[src/rtl/usb_tx_pkg.sv]
// Shared USB transmit definitions: packet command types, PID values and scheduler states.
package usb_tx_pkg;

    typedef enum logic [2:0] {
        OUT   = 3'b000,
        IN    = 3'b001,
        DATA0 = 3'b010,
        DATA1 = 3'b011,
        ACK   = 3'b100,
        NAK   = 3'b101,
        STALL = 3'b110
    } tx_packet_t;

    localparam logic [3:0] PID_OUT   = 4'b0001;
    localparam logic [3:0] PID_IN    = 4'b1001;
    localparam logic [3:0] PID_DATA0 = 4'b0011;
    localparam logic [3:0] PID_DATA1 = 4'b1011;
    localparam logic [3:0] PID_ACK   = 4'b0010;
    localparam logic [3:0] PID_NAK   = 4'b1010;
    localparam logic [3:0] PID_STALL = 4'b1110;

    typedef enum logic [1:0] {
        S_IDLE,
        S_ISSUE,
        S_ACTIVE,
        S_GAP
    } sched_state_t;

    // Full PID byte as sent on the wire: check nibble in the upper half.
    function automatic logic [7:0] pid_byte(input tx_packet_t t);
        logic [3:0] pid;
        case (t)
            IN:      pid = PID_IN;
            DATA0:   pid = PID_DATA0;
            DATA1:   pid = PID_DATA1;
            ACK:     pid = PID_ACK;
            NAK:     pid = PID_NAK;
            STALL:   pid = PID_STALL;
            default: pid = PID_OUT;
        endcase
        return {~pid, pid};
    endfunction

endpackage

[src/rtl/sched_timer.sv]
// Saturating cycle counter with clear/enable and a terminal-count flag for the scheduler.
module sched_timer #(
    parameter int unsigned WIDTH = 8
) (
    input  logic             clk,
    input  logic             n_rst,
    input  logic             clear,
    input  logic             enable,
    input  logic [WIDTH-1:0] limit,
    output logic             tc
);

    logic [WIDTH-1:0] count;
    logic [WIDTH:0]   count_inc;

    // tc flags that the current enabled clock completes 'limit' counted clocks.
    assign count_inc = {1'b0, count} + {{WIDTH{1'b0}}, 1'b1};
    assign tc        = (count_inc >= {1'b0, limit});

    always_ff @(posedge clk or negedge n_rst) begin
        if (!n_rst) begin
            count <= '0;
        end else if (clear) begin
            count <= '0;
        end else if (enable && (count != '1)) begin
            count <= count_inc[WIDTH-1:0];
        end
    end

endmodule

[src/rtl/tx_scheduler.sv]
// Arbitrates handshake and data transmit requests, issues packet commands to txcu,
// supervises start timeout and inter-packet gap, and tracks the DATA0/DATA1 toggle.
module tx_scheduler
    import usb_tx_pkg::*;
#(
    parameter int unsigned GAP_CYCLES    = 16,
    parameter int unsigned START_TIMEOUT = 8
) (
    input  logic       clk,
    input  logic       n_rst,
    input  logic       hs_req,
    input  logic [2:0] hs_type,
    input  logic       data_req,
    input  logic [6:0] data_len,
    input  logic [6:0] buffer_occupancy,
    input  logic       tx_transfer_active,
    input  logic       tx_error,
    input  logic       rx_ack,
    input  logic       clr_toggle,
    output logic [2:0] tx_packet,
    output logic       hs_grant,
    output logic       data_grant,
    output logic       done,
    output logic       sched_error,
    output logic       busy
);

    localparam logic [7:0] GAP_LIM   = 8'(GAP_CYCLES);
    localparam logic [7:0] START_LIM = 8'(START_TIMEOUT);

    sched_state_t state;
    tx_packet_t   pkt_q;
    tx_packet_t   latched;
    logic         toggle;
    logic         sent_data;
    logic         err_flag;

    logic         take_hs;
    logic         take_data;
    logic         tmr_clear;
    logic         tmr_enable;
    logic         tmr_tc;
    logic [7:0]   tmr_limit;

    assign tx_packet = pkt_q;

    always_comb begin
        take_hs    = (state == S_IDLE) && hs_req;
        take_data  = (state == S_IDLE) && !hs_req && data_req && (buffer_occupancy >= data_len);
        tmr_enable = (state == S_ISSUE) || (state == S_GAP);
        tmr_clear  = (state == S_IDLE) || (state == S_ACTIVE) || ((state == S_ISSUE) && tmr_tc);
        tmr_limit  = (state == S_GAP) ? GAP_LIM : START_LIM;
    end

    sched_timer #(
        .WIDTH (8)
    ) u_timer (
        .clk    (clk),
        .n_rst  (n_rst),
        .clear  (tmr_clear),
        .enable (tmr_enable),
        .limit  (tmr_limit),
        .tc     (tmr_tc)
    );

    always_ff @(posedge clk or negedge n_rst) begin
        if (!n_rst) begin
            state       <= S_IDLE;
            pkt_q       <= OUT;
            latched     <= OUT;
            hs_grant    <= 1'b0;
            data_grant  <= 1'b0;
            done        <= 1'b0;
            sched_error <= 1'b0;
            busy        <= 1'b0;
            err_flag    <= 1'b0;
        end else begin
            hs_grant    <= 1'b0;
            data_grant  <= 1'b0;
            done        <= 1'b0;
            sched_error <= 1'b0;
            case (state)
                S_IDLE: begin
                    if (take_hs) begin
                        latched  <= tx_packet_t'(hs_type);
                        hs_grant <= 1'b1;
                        state    <= S_ISSUE;
                        busy     <= 1'b1;
                    end else if (take_data) begin
                        latched    <= toggle ? DATA1 : DATA0;
                        data_grant <= 1'b1;
                        state      <= S_ISSUE;
                        busy       <= 1'b1;
                    end
                end
                S_ISSUE: begin
                    // Only accept 'active' once the command has actually been presented.
                    if (tx_transfer_active && (pkt_q != OUT)) begin
                        pkt_q <= OUT;
                        state <= S_ACTIVE;
                    end else if (tmr_tc) begin
                        pkt_q       <= OUT;
                        sched_error <= 1'b1;
                        state       <= S_GAP;
                    end else begin
                        pkt_q <= latched;
                    end
                end
                S_ACTIVE: begin
                    if (!tx_transfer_active) begin
                        done        <= 1'b1;
                        sched_error <= err_flag | tx_error;
                        err_flag    <= 1'b0;
                        state       <= S_GAP;
                    end else if (tx_error) begin
                        err_flag <= 1'b1;
                    end
                end
                S_GAP: begin
                    if (tmr_tc) begin
                        state <= S_IDLE;
                        busy  <= 1'b0;
                    end
                end
                default: begin
                    state <= S_IDLE;
                    pkt_q <= OUT;
                    busy  <= 1'b0;
                end
            endcase
        end
    end

    // A grant in the same cycle as a valid rx_ack re-arms sent_data for the new packet.
    always_ff @(posedge clk or negedge n_rst) begin
        if (!n_rst) begin
            toggle    <= 1'b0;
            sent_data <= 1'b0;
        end else if (clr_toggle) begin
            toggle    <= 1'b0;
            sent_data <= 1'b0;
        end else begin
            if (rx_ack && sent_data) begin
                toggle <= ~toggle;
            end
            sent_data <= take_data | (sent_data & ~rx_ack);
        end
    end

endmodule

[config.mk]
export PLATFORM = sky130hd
export DESIGN_NAME = tx_scheduler
export DESIGN_NICKNAME = d
export VERILOG_FILES = /design/src/rtl/usb_tx_pkg.sv /design/src/rtl/sched_timer.sv /design/src/rtl/tx_scheduler.sv
export SDC_FILE = /design/constraint.sdc
export NUM_CORES = 1
export LEC_CHECK = 0
export ABC_AREA = 1
export CAP_MARGIN = 20
export CORE_MARGIN = 3
export CORE_UTILIZATION = 51
export DETAILED_ROUTE_END_ITERATION = 10
export PLACE_DENSITY = 0.8
export SLEW_MARGIN = 30
export SYNTH_ARGS = -nofsm -noshare
export SYNTH_HDL_FRONTEND = slang
export SYNTH_SLANG_ARGS = --single-unit
[constraint.sdc]
create_clock -name clk -period 2.55 [get_ports clk]
set_input_delay 0.255 -clock clk [delete_from_list [all_inputs] [get_ports clk]]
set_output_delay 0.255 -clock clk [all_outputs]
set_load 0.01 [all_outputs]
==> results of run 1 <==
-- logic make-up after synthesis --
| kind of cell | after synthesis |
|---|---|
| simple gates | 91 |
| flops | 24 |
| buf+inv | 36 |
| fa+ha+maj | 15 |
| xor+xnor | 2 |
| compound gates | 29 |
-- state kept, by name (all words and copies together) (netlist names) --
signal and flops:
sent_data 1, latched 3, toggle 1, err_flag 1, sched_error 1, tx_packet 3
state 2, done 1, u_timer.count 8, data_grant 1, busy 1, hs_grant 1
-- per-stage QoR --
step | instances | instance area (um2) | setup WS [ns] | hold WS, ns
after floorplan | 197 | 1560 | 0.610 | -0.0406
after global placement | 261 | 1920 | 0.495 | 0.495
after detailed placement | 261 | 1920 | 0.455 | 0.486
after CTS | 265 | 1980 | 0.378 | 0.283
after global routing | 265 | 1980 | 0.125 | 0.304
final | 265 | 1980 | 0.376 | 0.270
-- final timing paths --
kind | cells past startpoint | slack [ns] | start | endpoint
min reg2reg | 2 | 0.53 | busy | busy
max in group asynchronous | 2 | 2.04 | n_rst | latched[2]
max reg2reg | 14 | 0.38 | u_timer.count[0] | state[0]
max | 14 | 0.38 | u_timer.count[0] | state[0]
min in group clk | 2 | 0.47 | clr_toggle | sent_data
min | 2 | 0.27 | n_rst | u_timer.count[2]
-- power breakdown --
group	total [mW]	switching, mW	internal (mW)
Sequential	0.547	0.0658	0.481
Clock	0.277	0.118	0.159
Combinational	0.759	0.445	0.314
-- routing by layer --
metal  GRT usage  share of wire  vias up
li1            -              -      701
met4      0.0650          0.017        0
met2       0.292           0.46       37
met5           0              0        -
met1       0.216           0.47      602
met3      0.0252          0.053        5
-- final cells by class --
type	instances	area, um2	share of cell area
clock buffers	3	22.5	0.0114
clock inverters	1	30.0	0.0152
inverters	36	135	0.0684
multi-input cells	137	822	0.416
flip-flops and latches	24	601	0.304
well taps	31	38.8	0.0196
repair buffers	33	328	0.166
-- critical path: stages (launching register included) --
cell     delay (ns)
dfrtp_1        0.45
ha_1           0.24
nand2_1        0.10
inv_1          0.08
nand2_1        0.08
xor2_1         0.22
ha_1           0.27
nand2_1        0.06
nand2_1        0.07
nor2_4         0.11
nand3_2        0.11
nand2_1        0.12
nor2_1         0.06
nand2_1        0.06
nand2_1        0.05
-- layout by cell type (no fill, tap or decap) --
cell,netlist,final
o21ai_0,6,6
a21oi_1,9,9
clkbuf_4,0,3
nand3_2,1,1
buf_4,0,1
o22ai_1,3,3
a21oi_2,3,3
inv_2,1,1
bufinv_16,0,1
nand3_4,2,2
o211ai_1,2,2
nand4_1,2,2
o21bai_1,1,1
nand2_1,46,46
nor3b_1,1,1
nor2_4,2,2
nor3_2,1,1
inv_1,35,35
o22a_1,1,1
a31oi_1,1,1
a21o_1,1,1
nand3b_1,1,1
nor2_1,21,21
nor2_2,1,1
nand3_1,10,10
o22ai_2,1,1
nand2_2,3,3
a21boi_0,1,1
clkdlybuf4s50_1,0,32
dfrtp_1,24,24
ha_1,15,15
xor2_1,2,2
==> metrics, run 1 <==
outcome=completed; clk root buf=clkbuf_4; first-pass GRT wire length=4820 um; buffer count from post-CTS setup fixing=0; net count after synthesis=around 240; CTS max path bufs=2; largest family of logic cells by synthesized area=simple AND/OR/NAND/NOR gates; gp weighted congestion=approximately 0.8; global route overflow=0; number of synthesis warnings=0; routed wire length=roughly 2900 um; worst setup path class=flop to flop; CP Launch Type=flop; ys async rst share=1.00; post-synthesis adder-cell area fraction=0.120; gr usage total=0.170; top cell type's share of synthesized area=0.386; DR vias/cell=5.08; Max Cap Viol=0; vias=1345; multiplexer share of the synthesized area=0; Lkg Pwr=~0.98 nW; Synth top cells by count=nand2_1, inv_1, dfrtp_1; Power Total=1.58 mW; clock-pin slew on the worst setup and hold paths=0.13 ns; crit share post-route=0.853; DR WL/cell=10.9 um; number of remaining DRC errors=0; fillers=approximately 220; Synth Area in Compound Gates=0.119; CP endpoint kind=flop; IO Pins=33; die width=a little over 60 um; share of post-route cells with drive strength above 1=0.0855; pin count of the biggest net entering global routing=25; Die Ht=61.3 um; H-tree Lvls=1; post-synth top area cell=dfrtp_1; Req. time, crit path=2.77 ns; Mapped Cells=197; HP Class=input port to asynchronous set/reset pin; simple-gate portion of the synthesized area=0.277; Setup TNS=0 ns; Yosys cell types=28; Worst Tran Pin Value=0.407 ns; Yosys reg bits=24; Final ANT Viol Nets=0; Syn Area/Cell=approximately 7.9 um2; number of cell rows=19; Post-DP HPWL=2320 um; Hold Fails Final Rpt=0; initial antenna violation count=0; Clock Latency Late Sink=roughly 0.32 ns; Clock Sinks=24; Fin Clk Skew=between 0.003 and 0.004 ns; Area growth, synth to finish=26.9%; Initial Utilization=0.551; DRT iter0 DRCs=65; slew margin rel.=0.729; TritonCTS clock tree=done; port bufs=32; leading post-synthesis cells by cell area=dfrtp_1, ha_1, nand2_1; top-count cell post-synth=nand2_1; unrepaired setup endpoints after global routing=no; synthesized area=between 1500 and 2000 um2; die area=~3800 um2; CTS buffer count=3; vias in the first global route=1189; Seq/Total Area, Yosys=0.386; Initial DRT Pass Iterations=4; core area=2830 um2; post-CTS sizing=0; Post-synth EDFFs=0; final setup vio count=0; Primary FF master, synth=dfrtp_1; min Tclk post-route=about 2.2 ns; power per cell area=between 800 and 900 nW/um2; xor-xnor portion of the synthesized cell area=0.0112; max-slew violation count=0; fin util=0.699; n_diodes=0; Worst Path Arrival=2.40 ns; Nets=275; worst-path fanout max=5; hold_buf cts=0; maximum VDD drop=0.333 mV; fmax=460 MHz
No activity file was read; power rests on OpenSTA's default activity.
==> run 2, diff against run 1 <==
--- a/config.mk
+++ b/config.mk
@@ -7,7 +7,7 @@
 export LEC_CHECK = 0
 export ABC_AREA = 1
 export CAP_MARGIN = 20
-export CORE_MARGIN = 3
+export CORE_MARGIN = 2
 export CORE_UTILIZATION = 51
 export DETAILED_ROUTE_END_ITERATION = 10
 export PLACE_DENSITY = 0.8
==> run 2 against run 1 <==
  * Flip-flop and latch count unchanged
  * Total power increased by 0.63%
  * First-iteration DRC count decreased by 42%
  * Wire length increased by 3.9%
  * Utilization decreased by 3.4 points
  * Critical path type unchanged
  * Critical endpoint unchanged
==> metrics, run 2 (synthesis results as in run 1) <==
outcome=completed (unchanged); hold_buf cts=0 (unchanged); number of cell rows=20 (was 19); Die Ht=59.3 um (was 61.3 um); CP endpoint kind=flop (unchanged); share of post-route cells with drive strength above 1=0.0855 (unchanged); Max Cap Viol=0 (unchanged); max-slew violation count=0 (unchanged); clk root buf=clkbuf_4 (unchanged); CP Depth=14 (unchanged); Crit path top cell by count=nand2_1 (unchanged); die area=3510 um2 (was 3750 um2); number of flip-flops in the largest register=8 (unchanged); buffer count from post-CTS setup fixing=0 (unchanged); DRT iter0 DRCs=38 (was 65); Final ANT Viol Nets=0 (unchanged); Initial Utilization=0.523 (was 0.551); CP bufs+invs=1 (unchanged); commonest non-fill, non-tap cell in the layout=nand2_1 (unchanged); initial antenna violation count=0 (unchanged); Fin Clk Skew=0.00560 ns (was 0.00302 ns); Worst path max stage delay=0.45 ns (about the same); DR WL/cell=11.3 um (was 10.9 um); Area growth, synth to finish=27.1% (was 26.9%); critical path's slowest cell=dfrtp_1 (unchanged); largest reg by FF count=u_timer.count (unchanged); Hold Fails Final Rpt=0 (unchanged); Post-DP HPWL=2380 um (was 2320 um); min Tclk post-route=2.22 ns (was 2.17 ns); CP Launch Type=flop (unchanged); Worst Tran Pin Value=0.413 ns (was 0.407 ns); pin count of the biggest net entering global routing=25 (unchanged); Setup WS pre-CTS=0.411 ns (was 0.455 ns); Nets=275 (unchanged); routed wire length=3010 um (was 2900 um); Setup TNS=0 ns (unchanged); gp weighted congestion=0.835 (was 0.809); TritonCTS clock tree=done (unchanged); Placed Cells=263 (was 261); post-CTS sizing=0 (unchanged); Req. time, crit path=2.78 ns (was 2.77 ns); maximum VDD drop=0.299 mV (was 0.333 mV); CP cell instances=ha_1 -> nand2_1 -> inv_1 -> nand2_1 -> xor2_1 -> ha_1 -> nand2_1 -> nand2_1 -> nor2_4 -> nand3_2 -> nand2_1 -> nor2_1 -> nand2_1 -> nand2_1 (unchanged); fmax=451 MHz (was 460 MHz); crit share post-route=0.869 (was 0.853); Worst path top cell family by delay=simple AND/OR/NAND/NOR gates (unchanged); power per cell area=805 nW/um2 (was 801 nW/um2); H-tree Lvls=1 (unchanged); Clock Latency Late Sink=0.33 ns (was 0.32 ns); Layout Cells excl Fill=267 (was 265); r2r worst-path depth=14 (unchanged); most frequent cells in the layout=nand2_1, inv_1, clkdlybuf4s50_1 (unchanged); die width=59.3 um (was 61.3 um); worst setup path class=flop to flop (unchanged); worst-path fanout max=5 (unchanged); first-pass GRT wire length=5380 um (was 4820 um); port bufs=32 (unchanged); vias=1375 (was 1345); vias in the first global route=1324 (was 1189); Lkg Pwr=0.976 nW (unchanged); fillers=247 (was 223); CTS max path bufs=2 (unchanged); CTS buffer count=3 (unchanged); slew margin rel.=0.725 (was 0.729); clock-pin slew on the worst setup and hold paths=0.14 ns (was 0.13 ns); Clock Sinks=24 (unchanged); Worst Setup Slack, final=0.333 ns (was 0.376 ns); HP Class=input port to asynchronous set/reset pin (unchanged); IO Pins=33 (unchanged); unrepaired setup endpoints after global routing=no (unchanged); final setup vio count=0 (unchanged); DR vias/cell=5.15 (was 5.08); core area=2980 um2 (was 2830 um2); Worst Path Arrival=2.45 ns (was 2.40 ns); gr usage total=0.196 (was 0.170); number of remaining DRC errors=0 (unchanged); n_diodes=0 (unchanged); Initial DRT Pass Iterations=8 (was 4); global route overflow=0 (unchanged)
[run 2: cell counts in the layout (fill, tap and decap cells not counted)]
Identical to the previous run, type by type.
[run 2: per-layer routing]
metal,routed length (um),vias to the layer above,GRT usage,share of wire
met2,1520,34,0.334,0.51
li1,-,699,-,-
met4,17,0,0.0617,0.0057
met3,82,2,0.0240,0.027
met5,0,-,0,0
met1,1390,640,0.257,0.46
[run 2: area by class of cell]
cell class / instances / area (um2) / share of cell area
Multi-Input combinational cell: 137 / 822 / 0.415
Sequential cell: 24 / 601 / 0.303
Timing Repair Buffer: 33 / 328 / 0.166
Inverter: 36 / 135 / 0.0683
Tap cell: 33 / 41.3 / 0.0209
Clock inverter: 1 / 30.0 / 0.0152
Clock buffer: 3 / 22.5 / 0.0114
[run 2: report_power, final]
part	total [mW]	internal, mW	switching, mW
clock	0.282	0.159	0.123
combinational	0.763	0.313	0.449
sequential	0.548	0.481	0.0672
[run 2: path summary, 6_finish.rpt]
kind	from	endpoint	slack [ns]
worst max-delay path	u_timer.count[0]	state[0]	0.33
worst min-delay path	n_rst	latched[1]	0.26
worst max register to register	u_timer.count[0]	state[0]	0.33
worst min register to register	latched[1]	latched[1]	0.53
max in group asynchronous	n_rst	u_timer.count[7]	2.04
min in group clk	hs_type[2]	latched[2]	0.48
[run 2: per-stage QoR]
step,util,instance area (um2),hold WS (ns),total power [mW]
after floorplan,-,1560,-0.0406,1.07
after global placement,0.647,1930,0.499,1.30
after detailed placement,0.647,1930,0.504,1.32
after CTS,0.665,1980,0.266,1.60
after global routing,0.665,1980,0.278,1.72
final,0.665,1980,0.259,1.59
[run 2: worst reg2reg max path: cells and delay by family (launching register included)]
kind          cells  cell delay (ns)
simple gates     10             0.88
fa+ha+maj         2             0.50
flops             1             0.45
xor+xnor          1             0.20
buf+inv           1             0.09
==> run 3, diff against run 2 <==
--- a/config.mk
+++ b/config.mk
@@ -8,9 +8,9 @@
 export ABC_AREA = 1
 export CAP_MARGIN = 20
 export CORE_MARGIN = 2
-export CORE_UTILIZATION = 51
+export CORE_UTILIZATION = 46
 export DETAILED_ROUTE_END_ITERATION = 10
-export PLACE_DENSITY = 0.8
+export PLACE_DENSITY = 0.76
 export SLEW_MARGIN = 30
 export SYNTH_ARGS = -nofsm -noshare
 export SYNTH_HDL_FRONTEND = slang
==> constraint.sdc (replaced) <==
create_clock -name clk -period 2 [get_ports clk]
set_input_delay 0.2 -clock clk [delete_from_list [all_inputs] [get_ports clk]]
set_output_delay 0.2 -clock clk [all_outputs]
set_load 0.01 [all_outputs]
==> run 3 against run 2 <==
  * The flow now finishes with violations (negative setup slack)
  * Maximum frequency rose by 6.5%
  * Cell count grew 14%
  * Sequential share of layout area decreased by 3.5 points
  * Clock skew barely moved
==> metrics, run 3 (synthesis results as in run 1) <==
RR Startpoint=u_timer.count[0] (unchanged); Worst Setup Slack, final=-0.0823 ns (was 0.333 ns); worst-path fanout max=4 (was 5); Final ANT Viol Nets=0 (unchanged); DR vias/cell=4.94 (was 5.15); commonest non-fill, non-tap cell in the layout=nand2_1 (unchanged); final instance area=2240 um2 (was 1980 um2); Nets=300 (was 275); pin count of the biggest net entering global routing=25 (unchanged); Cell Area, Placed=2020 um2 (was 1930 um2); die area=3870 um2 (was 3510 um2); Clock Sinks=24 (unchanged); Die Ht=62.2 um (was 59.3 um); final setup vio count=10 (was 0); n_diodes=0 (unchanged); TritonCTS clock tree=done (unchanged); HP Class=input port to asynchronous set/reset pin (unchanged); maximum VDD drop=0.385 mV (was 0.299 mV); most frequent cells in the layout=nand2_1, inv_1, clkdlybuf4s50_1 (unchanged); Area growth, synth to finish=43.5% (was 27.1%); outcome=finished, violations left (was completed); core area=3280 um2 (was 2980 um2); IO Pins=33 (unchanged); flop2flop setup slack=-0.08 ns (was 0.33 ns); initial antenna violation count=0 (unchanged); power per cell area=1030 nW/um2 (was 805 nW/um2); Setup WS pre-CTS=-0.0301 ns (was 0.411 ns); violated checks=negative setup slack; unrepaired setup endpoints after global routing=yes (was no); Post-DP HPWL=2530 um (was 2380 um); share of post-route cells with drive strength above 1=0.224 (was 0.0855); port bufs=32 (unchanged); gp weighted congestion=0.817 (was 0.835); Req. time, crit path=2.23 ns (was 2.78 ns); CP endpoint kind=flop (unchanged); slew margin rel.=0.793 (was 0.725); worst setup path class=flop to flop (unchanged); Clock Latency Late Sink=0.33 ns (about the same); Layout Cells excl Fill=305 (was 267); clk root buf=clkbuf_4 (unchanged); crit share post-route=1.04 (was 0.869); Placed Cells=286 (was 263); Worst Tran Pin Value=0.310 ns (was 0.413 ns); Setup TNS=-0.594 ns (was 0 ns); worst r2r dst=state[0] (unchanged); Initial DRT Pass Iterations=4 (was 8); fin util=0.681 (was 0.665); Max Cap Viol=0 (unchanged); vias=1507 (was 1375); Fin Clk Skew=0.00572 ns (was 0.00560 ns); Lkg Pwr=1.10 nW (was 0.976 nW); largest reg by FF count=u_timer.count (unchanged); Hold Fails Final Rpt=0 (unchanged); number of remaining DRC errors=0 (unchanged); number of flip-flops in the largest register=8 (unchanged); global route overflow=0 (unchanged); first-pass GRT wire length=6860 um (was 5380 um); CP Launch Type=flop (unchanged); max-slew violation count=0 (unchanged); DRT iter0 DRCs=119 (was 38); CTS buffer count=3 (unchanged); vias in the first global route=1577 (was 1324); H-tree Lvls=1 (unchanged); die width=62.2 um (was 59.3 um); Worst Path Arrival=2.32 ns (was 2.45 ns); gr usage total=0.219 (was 0.196); r2r worst-path depth=16 (was 14); Initial Utilization=0.474 (was 0.523); DR WL/cell=12.4 um (was 11.3 um); number of cell rows=21 (was 20); min Tclk post-route=2.08 ns (was 2.22 ns); clock-pin slew on the worst setup and hold paths=0.14 ns (about the same); fmax=480 MHz (was 451 MHz); CP startpoint=u_timer.count[0] (unchanged); routed wire length=3790 um (was 3010 um); CTS max path bufs=2 (unchanged); Critical Path End=state[0] (unchanged)
## run 3: power by group
part           internal [mW]  switching [mW]
registers              0.613          0.0646
logic                  0.554           0.700
clock network          0.203           0.159
total                   1.37           0.924
## run 3: metal layers
metal	GRT usage	routed length, um
met1	0.260	1590
met2	0.401	1960
met3	0.0217	148
met4	0.0972	95
met5	0	0
## run 3: worst min path at each step
stage | from | endpoint | cells after the start
after floorplan | n_rst | busy | 0
after global placement | latched[1] | latched[1] | 1
after detailed placement | latched[1] | latched[1] | 1
after CTS | n_rst | u_timer.count[7] | 2
after global routing | n_rst | sent_data | 2
final | n_rst | sent_data | 2
## run 3: critical path: stages, from the launching register on
cell and delay [ns]:
dfrtp_1 0.41, buf_4 0.16, nand3_4 0.10, xor2_2 0.18
ha_1 0.25, nand2_1 0.07, inv_1 0.03, nand3_1 0.06
nand2_1 0.06, nand2_1 0.07, nand2_2 0.06, nor2_4 0.11
nand3_1 0.10, nand2_2 0.12, nor2_1 0.07, nand2_1 0.07
nand2_1 0.05
## run 3: layout make-up
class / instances / area (um2)
multi-input cells: 137 / 867
clock inverters: 1 / 30.0
well taps: 46 / 57.6
repair buffers: 58 / 523
inverters: 36 / 135
clock buffers: 3 / 22.5
fillers: 260 / 1050
flip-flops and latches: 24 / 601
## run 3: metrics by stage
stage,hold slack [ns],total power [mW]
detailed placement,0.501,1.78
global placement,0.491,1.76
finish,0.208,2.29
CTS,0.230,2.24
floorplan,-0.0956,1.36
global route,0.231,2.50
## run 3: timing repair
item,4_1_cts,5_1_grt
resized for setup,10,8
setup buffers,13,2
hold buffers,0,0
setup endpoints to repair,14,15
pin swaps,8,8
